**src/rtl/nes_button_debouncer_if.sv**
```systemverilog
// Button bus between the pad front end and its consumer.
// vSyncStart is a plain one-cycle strobe (no valid/ready): the consumer latches on every cycle it is high.
interface nes_button_debouncer_if #(
  parameter int NUM_BUTTONS = 8
);
  logic                   vSyncStart;
  logic [NUM_BUTTONS-1:0] buttonsRaw;
  logic [NUM_BUTTONS-1:0] buttonsLevel;
  logic [NUM_BUTTONS-1:0] buttonsPressed;
  logic [7:0]             buttons;

  modport master (
    output vSyncStart,
    output buttonsRaw,
    input  buttonsLevel,
    input  buttonsPressed,
    input  buttons
  );

  modport slave (
    input  vSyncStart,
    input  buttonsRaw,
    output buttonsLevel,
    output buttonsPressed,
    output buttons
  );
endinterface

```
**src/rtl/nes_button_debouncer.sv**
```systemverilog
// Per-channel synchroniser + debounce counter, rising-edge pulse and frame-latched button byte.
// Define NES_BUTTON_STICKY_EN to hold short taps until the next vSyncStart latch.
module nes_button_debouncer #(
  parameter int NUM_BUTTONS     = 8,
  parameter int DEBOUNCE_CYCLES = 500000,
  parameter int ACTIVE_LOW      = 1
) (
  input logic                  pixelClock,
  input logic                  reset,
  nes_button_debouncer_if.slave bus
);
  localparam int CW = $clog2(DEBOUNCE_CYCLES + 1);
  localparam logic [CW-1:0] THRESH = CW'(DEBOUNCE_CYCLES - 1);
  localparam logic [NUM_BUTTONS-1:0] RELEASED = {NUM_BUTTONS{ACTIVE_LOW != 0}};

  logic [NUM_BUTTONS-1:0] sync1, sync2, sync_norm;
  logic [NUM_BUTTONS-1:0] level_q, level_prev, level_next;
  logic [NUM_BUTTONS-1:0] pressed_q;
  logic [NUM_BUTTONS-1:0] capture;
  logic [CW-1:0]          cnt_q    [NUM_BUTTONS];
  logic [CW-1:0]          cnt_next [NUM_BUTTONS];
  logic [7:0]             buttons_q;

  assign sync_norm = (ACTIVE_LOW != 0) ? ~sync2 : sync2;

  // A channel only flips after DEBOUNCE_CYCLES consecutive disagreeing samples.
  always_comb begin
    level_next = level_q;
    for (int i = 0; i < NUM_BUTTONS; i++) begin
      cnt_next[i] = '0;
      if (sync_norm[i] != level_q[i]) begin
        if (cnt_q[i] == THRESH) begin
          level_next[i] = ~level_q[i];
        end else begin
          cnt_next[i] = cnt_q[i] + CW'(1);
        end
      end
    end
  end

  always_ff @(posedge pixelClock or posedge reset) begin
    if (reset) begin
      sync1      <= RELEASED;
      sync2      <= RELEASED;
      level_q    <= '0;
      level_prev <= '0;
      pressed_q  <= '0;
      buttons_q  <= '0;
      for (int i = 0; i < NUM_BUTTONS; i++) cnt_q[i] <= '0;
    end else begin
      sync1      <= bus.buttonsRaw;
      sync2      <= sync1;
      level_q    <= level_next;
      level_prev <= level_q;
      pressed_q  <= level_q & ~level_prev;
      for (int i = 0; i < NUM_BUTTONS; i++) cnt_q[i] <= cnt_next[i];
      if (bus.vSyncStart) buttons_q <= 8'(level_q | capture);
    end
  end

`ifdef NES_BUTTON_STICKY_EN
  logic [NUM_BUTTONS-1:0] capture_q;

  // A latch consumes the capture; a press landing on the latch edge is not kept.
  always_ff @(posedge pixelClock or posedge reset) begin
    if (reset) begin
      capture_q <= '0;
    end else if (bus.vSyncStart) begin
      capture_q <= '0;
    end else begin
      capture_q <= capture_q | pressed_q;
    end
  end

  assign capture = capture_q;
`else
  assign capture = '0;
`endif

  assign bus.buttonsLevel   = level_q;
  assign bus.buttonsPressed = pressed_q;
  assign bus.buttons        = buttons_q;
endmodule

```
**src/flat_wrapper.sv**
```systemverilog
// flat-port wrapper written by rule: the top's interface ports become plain ports
module nes_button_debouncer_flat 
#(
  parameter int NUM_BUTTONS     = 8,
  parameter int DEBOUNCE_CYCLES = 500000,
  parameter int ACTIVE_LOW      = 1
)
  (pixelClock, reset, bus_vSyncStart, bus_buttonsRaw, bus_buttonsLevel, bus_buttonsPressed, bus_buttons);
  nes_button_debouncer_if #(.NUM_BUTTONS(NUM_BUTTONS)) bus_i ();
  input logic pixelClock;
  input logic reset;
  input wire logic [$bits(bus_i.vSyncStart)-1:0] bus_vSyncStart;
  input wire logic [$bits(bus_i.buttonsRaw)-1:0] bus_buttonsRaw;
  output wire logic [$bits(bus_i.buttonsLevel)-1:0] bus_buttonsLevel;
  output wire logic [$bits(bus_i.buttonsPressed)-1:0] bus_buttonsPressed;
  output wire logic [$bits(bus_i.buttons)-1:0] bus_buttons;
  assign bus_i.vSyncStart = bus_vSyncStart;
  assign bus_i.buttonsRaw = bus_buttonsRaw;
  assign bus_buttonsLevel = bus_i.buttonsLevel;
  assign bus_buttonsPressed = bus_i.buttonsPressed;
  assign bus_buttons = bus_i.buttons;
  nes_button_debouncer #(.NUM_BUTTONS(NUM_BUTTONS), .DEBOUNCE_CYCLES(DEBOUNCE_CYCLES), .ACTIVE_LOW(ACTIVE_LOW)) u_core (.pixelClock(pixelClock), .reset(reset), .bus(bus_i));
endmodule
```
**config.mk**
```make
export PLATFORM = sky130hd
export DESIGN_NAME = nes_button_debouncer_flat
export DESIGN_NICKNAME = d
export VERILOG_FILES = /design/src/rtl/nes_button_debouncer_if.sv /design/src/rtl/nes_button_debouncer.sv /design/src/flat_wrapper.sv
export SDC_FILE = /design/constraint.sdc
export NUM_CORES = 1
export LEC_CHECK = 0
export CAP_MARGIN = 20
export CORE_ASPECT_RATIO = 0.7
export CORE_MARGIN = 4
export CORE_UTILIZATION = 54
export CTS_CLUSTER_SIZE = 8
export DETAILED_ROUTE_END_ITERATION = 10
export PLACE_DENSITY = 0.8
export SYNTH_ARGS = -nofsm -noshare
export SYNTH_HDL_FRONTEND = slang
export SYNTH_SLANG_ARGS = --single-unit
```
**constraint.sdc**
```tcl
create_clock -name pixelClock -period 7.3 [get_ports pixelClock]
set_input_delay 1.095 -clock pixelClock [delete_from_list [all_inputs] [get_ports pixelClock]]
set_output_delay 1.095 -clock pixelClock [all_outputs]
set_load 0.05 [all_outputs]
```
==> Yosys cells after proc, flatten, opt, wreduce, memory -nomap -nowiden <==
Index checks and enable logic that the tools add are counted.
{ "totals": {"reg_bits": 200, "in_bits": 11, "out_inout_bits": 24} }
{ "classes": {"addsub": 8, "eq_ne": 16, "muxes": 16, "n_bitwise": 11, "reduce_logical": 8} }
{ "ops": {"columns": ["operator", "n"], "rows": [
  ["2-to-1 mux 19 bit", 16],
  ["adder 19 x 1 -> 19 bit (second input constant)", 8],
  ["== test 19 bit (second input constant)", 8],
  ["inverter 8 bit", 2],
  ["AND reduction 2 bit", 8],
  ["AND 8 bit", 1],
  ["inequality test 1 bit", 8],
  ["inverter 1 bit", 8]
]} }

==> Depth between registers and ports, before layout <==
{ "depth": {"word_depth": 3, "depth_mapped": 7} }

==> Least setup slack after synthesis <==
Ideal clock, no wire load.
{ "synth_path": {"path_type": "flip-flop to flip-flop", "start": "reg u_core.cnt_q[14] in the netlist's numbering", "end": "reg u_core.cnt_q[16] in the netlist's numbering", "setup_time_ns": 0.119, "t_arrival_ns": 1.882, "t_required_ns": 7.181, "path_slack_ns": 5.300, "path_stages_with_launch": 6, "cell_sequence": "dfrtp_1 -> or4_1 -> or4_4 -> o21ai_4 -> buf_6 -> nor2_1"} }
{ "synth_rtl": {"columns": ["element", "line", "text"], "rows": [
  ["start: declaration", "nes_button_debouncer.sv:20", "logic [CW-1:0] cnt_q [NUM_BUTTONS];"]
]} }

==> Worst setup path after layout <==
{ "layout_path": {"start": "reg u_core.level_q[7], in the netlist u_core.bus.buttonsLevel[7]", "end": "out bus_buttonsLevel[7]"} }
{ "layout_rtl": {"columns": ["element", "line", "text"], "rows": [
  ["start: declaration", "nes_button_debouncer.sv:17", "logic [NUM_BUTTONS-1:0] level_q, level_prev, level_next;"],
  ["start signal: assignment", "nes_button_debouncer.sv:53", "level_q <= level_next;"],
  ["end: declaration", "flat_wrapper.sv:14", "output wire logic [$bits(bus_i.buttonsLevel)-1:0] bus_buttonsLevel;"]
]} }
No word-level cell between the ends.

==> impl_results.md <==
- Final #Nets: 912
- Via/cell ratio: 5.645
- Gate Count Post-Synth: 855
- Number of synthesized flops with an enable pin: 0
- Mean Syn Cell Area: 10.58 sq um
- Skew final: 0.01005 ns
- Crit path launch: u_core.bus.buttonsLevel[7]
- Vias in the first global route: 6,292
- Yosys top cell area share: 0.5091
- Status: completed
- Clock transition at path regs: 0.07 ns
- 1st-iter DRT viols: 452
- Buffers and inverters on the worst path: 1
- Std-Cell Core Area: 16,350 sq um
- H-Tree Depth: 4
- Clk pwr share: 0.456
- # diodes: 0
- Syn_nets: 874
- Setup crit end kind: output pin
- Share of layout cells above drive strength 1: 0.09382
- Resize count post-CTS: 0
- HPWL after DPL: 10,770 um
- Number of clock sinks: 200
- Pre-CTS setup slack: 4.094 ns
- Total congestion overflow: 0
- Worst slew pin tran: 0.8726 ns
- Slowest stage delay, CP: 0.84 ns
- Cell family with most CP delay: buffers and inverters
- Distinct cells, synth: 45
- #FFs+latches synth: 200
- Die Y: 116.3 um
- Setup Viol. Count Final: 0
- R2R Path End: u_core.cnt_q[31]
- Worst Hold Class: reg2reg
- Root buf cell: clkbuf_16
- Setup repair bufs after CTS: 0
- Worst Path Required: 6.20 ns
- Worst slew margin: 0.4183
- Sw Share: 0.2164
- WL per Instance: 14.90 um
- Max Clk Rate: 354.4 MHz
- Most common cell after layout, fill and taps aside: dfrtp_1
- Worst path depth: 1
- Final hold vios: 0
- Period utilization: 0.3865
- RSZ-0062 raised after global routing: no
- Hold buffer count at CTS: 0
- Internal power: 1742 uW
- Top area cells in the synthesized netlist: dfrtp_1, xor2_1, nor2_1
- RR Startpoint: u_core.cnt_q[19]
- First-pass GRT wire length: 29,770 um
- Routed WL: 16,860 um
- VDD IR max: 117.6 uV
- Residual DRC: 0
- Tot GR Track Use: 0.1926
- Final worst setup slack: 4.478 ns
- Final Wtd Congestion: 0.8177
- Largest net degree at the start of global routing: 133
- Synth Cell Area: 9045 sq um
- Initial antenna violation count: 0
- FFs w/ async S/R, synth: 1.000
- Most area-hungry cell type in the Yosys netlist: dfrtp_1
- Worst-Skew Late Latency: 0.43 ns
- Post-DRT Antenna Nets: 0
- Setup TNS: 0 ns
- Max stage delay cell, worst path: clkdlybuf4s50_1
- Final Slew Violations: 0
- Crit-path max FO: 6
- Layout fillers: 1,285
- Reg2Reg Setup Slack: 5.05 ns
- CP Launch Type: register
- CTS Buf Count: 17
- Setup crit end: bus_buttonsLevel[7]
- Die X: 162.7 um
- Worst r2r path cells: 5
- Leakage power: 0.004148 uW
- Pre-antenna DRT Iters: 5
- Rows: 39
- Seq pwr share: 0.513
- Ys flop type: dfrtp_1
- Critical path arrival: 1.73 ns
- Yosys Warn Count: 0
- Top Ports: 35
- Worst-path cell chain: clkdlybuf4s50_1
- Comb power frac: 0.031
- Port Buffers: 34
- Die area: 18,920 sq um
- Vias post-DR: 6,384
- Most frequent cells in the layout: dfrtp_1, nor2_1, xor2_1
- CTS Buffer Depth: 2
- Area Overhead vs Synth: 13.45%
- Period minus WS final: 2.822 ns
- Critical path class: reg2out
- Cell Pwr Density: 216.7 nW/um^2
- Sequential area share after synthesis: 0.5555
- Psw: 481.2 uW
- CTS tree: yes
- MaxCap Viol Count: 0
- Starting Density: 0.5533
## through the flow
| step | hold slack, ns | std cells | power (uW) | instance area [sq um] | util |
|---|---|---|---|---|---|
| 2_1_floorplan | 0.3452 | 855 | 1208 | 9045 | - |
| 3_3_place_gp | 0.3460 | 1099 | 1230 | 9614 | 0.5881 |
| 3_5_place_dp | 0.3469 | 1099 | 1232 | 9614 | 0.5881 |
| 4_1_cts | 0.3571 | 1131 | 2251 | 10260 | 0.6277 |
| 5_1_grt | 0.3582 | 1131 | 2310 | 10260 | 0.6277 |
| 6_report | 0.3551 | 1131 | 2223 | 10260 | 0.6277 |
## registers in the layout (all words and copies together) (netlist names)
| name | count |
|---|---|
| u_core.cnt_q | 152 |
| u_core.bus.buttons | 8 |
| u_core.bus.buttonsPressed | 8 |
| u_core.bus.buttonsLevel | 8 |
| u_core.sync1 | 8 |
| u_core.sync2 | 8 |
| u_core.level_prev | 8 |
## kinds of logic after synthesis
family / after synthesis / synth area share
mux: 8 / 0.009960
fa+ha+maj: 8 / 0.01107
xor+xnor: 110 / 0.1065
simple gates: 399 / 0.2379
compound gates: 92 / 0.06114
flops: 200 / 0.5555
buf+inv: 38 / 0.01784
## area by class of cell
type	instances	area [sq um]	area share
multi-input combinational	617	3859	0.3761
clock inverter	13	193.9	0.01890
clock buffer	19	452.9	0.04414
inverter	19	78.83	0.007682
timing repair buffer	38	370.4	0.03609
sequential	200	5025	0.4897
tap	225	281.5	0.02744
## power by group through the flow
stage	Combinational, uW	Clock [uW]	Sequential (uW)
floorplan	50.0	0	1160
CTS	71.0	1040	1140
finish	68.3	1010	1140
global placement	68.9	0	1160
global route	80.2	1090	1140
detailed placement	70.1	0	1160
## how the worst min path moves through the flow
stage                     depth (start not counted)       startpoint               to
after floorplan                                   0  u_core.sync1[0]  u_core.sync2[0]
after global placement                            0  u_core.sync1[7]  u_core.sync2[7]
after detailed placement                          0  u_core.sync1[7]  u_core.sync2[7]
after CTS                                         0  u_core.sync1[3]  u_core.sync2[3]
after global routing                              0  u_core.sync1[3]  u_core.sync2[3]
final                                             0  u_core.sync1[6]  u_core.sync2[6]
## per-layer routing
metal,GRT usage,vias to the layer above,part of all wire
met5,0,-,0
met4,0.04358,0,0.0077
met3,0.04444,8,0.041
met2,0.2964,128,0.46
met1,0.2835,3133,0.49
li1,-,3115,-
## synthesized netlist by cell type, types with 5 or more instances
cell type and count:
and3_1 5, nor4_1 21, xor2_1 56, nor4bb_1 6
inv_1 19, nand4_1 50, nand3_1 39, o21ai_0 28
and4_1 18, nor2b_1 8, o31ai_1 20, dfstp_2 16
nor3_1 14, or4_1 16, ha_1 8, clkbuf_1 11
mux2_2 8, buf_2 5, a21oi_1 32, xnor2_1 54
dfrtp_1 184, nor2_1 127, or3_1 23, nand2_1 48
Power figures use the tool's default switching activity.
